<file path="src/rtl/gshare_predictor.sv">
// gshare branch predictor: global history XOR address indexes a table
// of saturating counters; history trains only on resolved branches.
module gshare_predictor #(
  parameter int ADDR_WIDTH    = 4,
  parameter int HIST_WIDTH    = 4,
  parameter int COUNTER_WIDTH = 2,
  localparam int GW = (HIST_WIDTH > 0) ? HIST_WIDTH : 1
) (
  input  logic                  clk,
  input  logic                  rst,
  input  logic                  pred_valid,
  input  logic [ADDR_WIDTH-1:0] pred_address,
  output logic                  prediction,
  output logic                  prediction_valid,
  output logic [ADDR_WIDTH-1:0] prediction_index,
  input  logic                  upd_valid,
  input  logic [ADDR_WIDTH-1:0] upd_index,
  input  logic                  upd_result,
  output logic [GW-1:0]         ghr
);

  localparam int DEPTH = 2 ** ADDR_WIDTH;

  localparam logic [COUNTER_WIDTH-1:0] CMAX = '1;
  localparam logic [COUNTER_WIDTH-1:0] CINIT =
    COUNTER_WIDTH'((1 << (COUNTER_WIDTH - 1)) - 1);

  logic [COUNTER_WIDTH-1:0] counters [DEPTH];
  logic [COUNTER_WIDTH-1:0] ctr_cur;
  logic [COUNTER_WIDTH-1:0] ctr_next;
  logic [ADDR_WIDTH-1:0]    lookup_index;

  generate
    if (HIST_WIDTH == 0) begin : g_bimodal
      // No history: the table is indexed directly by address.
      assign lookup_index = pred_address;
      assign ghr          = '0;
    end else begin : g_gshare
      logic [HIST_WIDTH-1:0] ghr_q;

      assign lookup_index = pred_address ^ ADDR_WIDTH'(ghr_q);
      assign ghr          = ghr_q;

      if (HIST_WIDTH == 1) begin : g_h1
        // One-bit history just remembers the last outcome.
        always_ff @(posedge clk or posedge rst) begin
          if (rst) begin
            ghr_q <= '0;
          end else if (upd_valid) begin
            ghr_q <= upd_result;
          end
        end
      end else begin : g_hn
        // Shift in the resolved outcome, newest at bit 0.
        always_ff @(posedge clk or posedge rst) begin
          if (rst) begin
            ghr_q <= '0;
          end else if (upd_valid) begin
            ghr_q <= {ghr_q[HIST_WIDTH-2:0], upd_result};
          end
        end
      end
    end
  endgenerate

  assign ctr_cur = counters[upd_index];

  // Saturating step of the counter being trained.
  always_comb begin
    ctr_next = ctr_cur;
    unique case (1'b1)
      upd_result && (ctr_cur != CMAX):
        ctr_next = ctr_cur + COUNTER_WIDTH'(1);
      !upd_result && (ctr_cur != '0):
        ctr_next = ctr_cur - COUNTER_WIDTH'(1);
      default:
        ctr_next = ctr_cur;
    endcase
  end

  // Counter table: reset to weakly not-taken, one write per cycle.
  always_ff @(posedge clk or posedge rst) begin
    if (rst) begin
      for (int i = 0; i < DEPTH; i++) begin
        counters[i] <= CINIT;
      end
    end else if (upd_valid) begin
      counters[upd_index] <= ctr_next;
    end
  end

  // Registered lookup; reads pre-edge table (no bypass).
  always_ff @(posedge clk or posedge rst) begin
    if (rst) begin
      prediction       <= 1'b0;
      prediction_index <= '0;
      prediction_valid <= 1'b0;
    end else begin
      prediction_valid <= pred_valid;
      if (pred_valid) begin
        prediction       <= counters[lookup_index][COUNTER_WIDTH-1];
        prediction_index <= lookup_index;
      end
    end
  end

endmodule

</file>
<file path="config.mk">
export PLATFORM = sky130hd
export DESIGN_NAME = gshare_predictor
export DESIGN_NICKNAME = d
export VERILOG_FILES = /design/src/rtl/gshare_predictor.sv
export SDC_FILE = /design/constraint.sdc
export NUM_CORES = 1
export LEC_CHECK = 0
export CAP_MARGIN = 25
export CORE_MARGIN = 3
export CORE_UTILIZATION = 50
export CTS_CLUSTER_SIZE = 24
export DETAILED_ROUTE_END_ITERATION = 7
export GPL_TIMING_DRIVEN = 0
export PLACE_DENSITY_LB_ADDON = 0.15
export SLEW_MARGIN = 20
export SYNTH_ARGS = -nofsm -noshare
export SYNTH_HDL_FRONTEND = slang
export SYNTH_SLANG_ARGS = --single-unit
</file>
<file path="constraint.sdc">
create_clock -name clk -period 2.4 [get_ports clk]
set_clock_uncertainty 0.05 [all_clocks]
set_input_delay 0.36 -clock clk [delete_from_list [all_inputs] [get_ports clk]]
set_output_delay 0.36 -clock clk [all_outputs]
set_load 0.05 [all_outputs]
</file>
# ---- After elaboration in Yosys (flattened, before gate mapping)
# Index checks and enable logic that the tools add are counted.
dict set report totals {
  elab_cells 44
  in_bits 13
  regBits 42
}
dict set report op_classes {
  mux 10
  reduce_logical 5
  bitwise_logic 3
  n_eq_ne 1
  magnitude_cmp 3
  add_sub_neg 2
}
# operator n
set ops {}
lappend ops {{$bwmux 32} 1}
lappend ops {{$bmux 2 s4} 2}
lappend ops {{$ge 5x5->1 const B} 2}
lappend ops {{$mux 2} 5}
lappend ops {{$not 4->5} 2}
lappend ops {{$demux 2 s4} 1}
lappend ops {{$lt 5x1->1 const B} 1}
lappend ops {{$pmux 2 s2} 1}
lappend ops {{$xor 4x4->4} 1}
lappend ops {{$logic_and 1x1->1} 3}
lappend ops {{$add 2x1->2 const B} 1}
lappend ops {{$ne 2x2->1 const B} 1}
lappend ops {{$reduce_bool 2->1} 1}
lappend ops {{$sub 2x1->2 const B} 1}
lappend ops {{$logic_not 1->1} 1}

# ---- Depth between registers and ports, before layout
dict set report logic_depth {
  ltp_word 8
  ltp_mapped 8
  depth_no_buf 5
}

# ---- Worst setup path before layout
# OpenSTA, ideal clock, no wires.
dict set report synth_path {
  path_kind {reg2reg}
  startpoint {reg g_gshare.ghr_q[0] (netlist: ghr[0])}
  endpoint {reg prediction}
  stages_incl_launch_ff 5
  setup_slack_ns -0.168
  synth_period_minus_slack_ns 2.568
  t_required_ns 2.225
  setup_time_ns 0.125
  arrival_time_ns 2.394
  cell_sequence {dfrtp_1 xor2_1 mux4_2 mux4_2 mux2_2}
}
dict set report synth_between {
  elab_chain_len 5
}
# item line_no
set synth_lines {}
lappend synth_lines {{start, declared} 39} ;# logic [HIST_WIDTH-1:0] ghr_q;
lappend synth_lines {{start signal, assigned} 59} ;# ghr_q <= {ghr_q[HIST_WIDTH-2:0], upd_result};
lappend synth_lines {{$xor 4x4->4} 41} ;# assign lookup_index = pred_address ^ ADDR_WIDTH'(ghr_q);
lappend synth_lines {{$not 4->5 (implied by the code)} 101} ;# prediction <= counters[lookup_index][COUNTER_WIDTH-1];
lappend synth_lines {{$bmux 2 s4} 101}
lappend synth_lines {{$mux 2 (implied by the code) (2 in a row)} 101}
lappend synth_lines {{end signal, assigned} 101}
lappend synth_lines {{end, declared} 13} ;# output logic prediction,
# Every way passes these cells. The select of a mux whose other input is x is not followed.
# A chain may end at the register's enable or synchronous reset.

# ---- Final worst setup path
dict set report layout_path {
  startpoint {in pred_address[0]}
  endpoint {reg prediction}
}
dict set report layout_between {
  elab_chain_len 5
}
# item line_no
set layout_lines {}
lappend layout_lines {{start, declared} 12} ;# input logic [ADDR_WIDTH-1:0] pred_address,
lappend layout_lines {{$xor 4x4->4} 41}
lappend layout_lines {{$not 4->5 (implied by the code)} 101}
lappend layout_lines {{$bmux 2 s4} 101}
lappend layout_lines {{$mux 2 (implied by the code) (2 in a row)} 101}
# Every way passes these cells. The select of a mux whose other input is x is not followed.

==> impl_metrics.yaml <==
outcome:
  status: "complete, no violations"
setup_path:
  critPathKind: "in2reg"
  critical_path_arrival_ns: 2.49
  endpoint: "prediction$_DFFE_PP0P_"
  crit_cells: 5
  critPathLaunchType: "primary input"
  worst_ep_required_time_ns: 2.54
  r2r_slack_ns: 0.18
  cp_slowest_stage_delay_ns: 0.56
  worstPathMaxFanout: 5
  crit_slowest_cell: "mux4_2"
  worst_setup_path_end_kind: "flop"
  reg2reg_to: "prediction$_DFFE_PP0P_"
  crit_buf_inv: 1
  crit_start: "pred_address[0]"
  worstReg2RegStart: "ghr[0]$_DFFE_PP0P_"
  cp_top_family: "multiplexers"
  path_cells: "clkdlybuf4s50_1 -> xor2_4 -> mux4_2 -> mux4_2 -> mux2_2"
  critPathMostFrequentCell: "mux4_2"
  reg2reg_depth: 4
logic_synthesis:
  yosys_warnings: 0
  syn-num-nets: 165
  syn_area_mm2: 0.00218
  synth_seq_cells: 42
  netlist_instances: 152
  synth_area_per_cell_um2: 14.4
  synth_cell_types: 26
  yosysSeqAreaShare: 0.491
clock_tree:
  numCtsBuffers: 5
  clkTransAtPathRegs_ns: 0.08
  cts_tree: "yes"
  clock-sinks: 42
  clk_latency_ns: 0.29
  cts_hold_buf: 0
  clock_path_buffers: 2
  h-tree-depth: 2
  cts_root_buf: "clkbuf_8"
power:
  power.share.sequential: 0.417
  peakVddDrop_mv: 0.537
  p_per_area_mw_per_mm2: 982
  comb_power_share: 0.321
  p_total_mw: 2.61
  p_clk_frac: 0.262
  switching_share: 0.291
  total_leakage_power_nw: 1.12
  p_int_mw: 1.85
  p_switching_mw: 0.760
placement:
  dp_hpwl_um: 3260
  place_congestion: 0.842
  port_buffers: 18
  placed_area_mm2: 0.00246
global_routing:
  grt_max_degree: 23
  overflow: 0
  grt_pass1_vias: 1395
  grtUsageTotal: 0.187
  grt_pass1_wl_um: 7380
  antenna_found_initial: 0
sta:
  slew_violations: 0
  rsz0062_at_grt: "false"
  max_freq_ghz: 0.424
  relSlewSlack: 0.651
  hold_violations: 0
  tightest_slew_ns: 0.522
  fin_setup_tns_ns: 0
  fin_crit_ns: 2.36
  setup-violations-final: 0
  fin_crit_sh: 0.983
final_layout:
  final_util: 0.646
  num_antenna_cells: 0
  fin_area_mm2: 0.00266
  drive_gt1_frac: 0.516
  nets: 194
  syn_to_final_growth_pct: 21.8
floorplan:
  num_rows: 23
  dieHeight_um: 72.1
  initial_core_util: 0.530
  io_pins: 23
  die_w_um: 72.1
  die_area_mm2: 0.00519
  core_mm2: 0.00412
routing:
  via_count: 1369
  wire_per_inst_um: 18.5
  drt-initial-drc-count: 70
  first_pass_iters: 4
  drt_wl_total_um: 4280
  via_per_inst: 5.90
  drc: 0
  ant_nets: 0
hold_path:
  hold_path.class: "in2async"
flow_run:
  maxCapViolCount: 0
==> metal layers <==
| metal | wire length [um] | up-vias | part of all wire | track usage |
|---|---|---|---|---|
| met5 | 0 | - | 0 | 0 |
| met4 | 31 | 0 | 0.0072 | 0.0438 |
| met3 | 241 | 4 | 0.056 | 0.0512 |
| met2 | 2040 | 40 | 0.48 | 0.282 |
| met1 | 1970 | 699 | 0.46 | 0.270 |
| li1 | - | 626 | - | - |
==> how the worst min path moves through the flow <==
stage                               startpoint                         endpoint  slack (ns)  cells after the start
2_1_floorplan                       pred_valid       prediction_valid$_DFF_PP0_        0.34                      0
4_1_cts                                    rst         counters[31]$_DFFE_PP0P_        0.37                      2
3_3_place_gp   prediction_index[3]$_DFFE_PP0P_  prediction_index[3]$_DFFE_PP0P_        0.44                      1
3_5_place_dp   prediction_index[0]$_DFFE_PP0P_  prediction_index[0]$_DFFE_PP0P_        0.45                      1
6_report                                   rst         counters[31]$_DFFE_PP0P_        0.36                      2
5_1_grt                                    rst         counters[19]$_DFFE_PP0P_        0.38                      2
==> synth_stat cells <==
cell	n	share of area
o21ai_0	2	0.0046
nor3b_1	1	0.0034
mux2_2	42	0.22
nand2b_1	3	0.0086
xor2_1	3	0.012
o21ai_1	2	0.0046
mux2i_1	3	0.014
nor3_1	3	0.0069
dfstp_2	16	0.19
clkbuf_1	3	0.0052
mux2i_2	1	0.0063
xnor2_1	1	0.0040
buf_2	2	0.0046
and3_1	1	0.0029
nand3b_1	3	0.010
a32o_2	2	0.010
buf_6	3	0.015
nand3_1	1	0.0023
mux4_2	10	0.10
nand2_1	4	0.0069
dfrtp_1	26	0.30
inv_1	2	0.0034
buf_1	1	0.0017
mux4_1	3	0.036
a21oi_1	3	0.0069
nor2_1	11	0.019
==> state kept, by name, summed over array words and instances, names as in the netlist <==
signal            cells
counters             32
ghr                   4
prediction_valid      1
prediction_index      4
prediction            1
==> kinds of logic after synthesis <==
family / count (synthesis) / synth area share
muxes: 59 / 0.376
and+or+nand+nor: 27 / 0.0602
DFF: 42 / 0.491
AOI/OAI and AO/OA: 9 / 0.0264
xor gates and xnor gates: 4 / 0.0161
buffers and inverters: 11 / 0.0304
==> cells in the final DEF, fill, tap and decap left out, types with 2 or more instances in the layout <==
| cell type | n |
|---|---|
| mux2i_2 | 2 |
| xor2_1 | 2 |
| nor2_1 | 11 |
| buf_4 | 3 |
| o21ai_0 | 2 |
| buf_6 | 4 |
| a32o_2 | 2 |
| a21oi_1 | 3 |
| mux4_1 | 2 |
| nand3b_1 | 3 |
| clkbuf_8 | 6 |
| clkdlybuf4s50_1 | 17 |
| bufinv_16 | 2 |
| nor3_1 | 3 |
| nand2b_1 | 3 |
| clkbuf_1 | 3 |
| dfrtp_1 | 25 |
| mux4_2 | 11 |
| mux2_2 | 42 |
| dfstp_2 | 16 |
| nand2_1 | 4 |
| o21ai_1 | 2 |
==> layout make-up <==
cell class | count | area, um^2
inverters | 2 | 7.51
flip-flops and latches | 42 | 1070
repair buffers | 22 | 233
well taps | 50 | 62.6
multi-input cells | 99 | 1080
fillers | 316 | 1460
plain buffers | 9 | 65.1
clock inverters | 2 | 60.1
clock buffers | 6 | 82.6
==> through the flow <==
step,hold slack (ns),worst slack [ns],cells
floorplan,0.341,0.108,152
global placement,0.441,-0.359,220
detailed placement,0.450,-0.387,221
CTS,0.373,0.000160,229
global route,0.385,0.00727,232
finish,0.365,0.0419,232
==> power by group through the flow <==
stage | clock, mW | sequential (mW) | combinational (mW)
3_3_place_gp | 0 | 1.09 | 0.772
2_1_floorplan | 0 | 1.19 | 0.477
6_report | 0.683 | 1.09 | 0.839
5_1_grt | 0.737 | 1.12 | 0.895
3_5_place_dp | 0 | 1.10 | 0.798
4_1_cts | 0.700 | 1.09 | 0.805
==> repair_timing <==
item | 4_1_cts | 5_1_grt
pin swaps | 0 | 1
setup buffers | 0 | 3
endpoints found under the setup margin | 21 | 20
cloned | 0 | 0
resized for setup | 2 | 6
No activity file was read; power rests on OpenSTA's default activity.
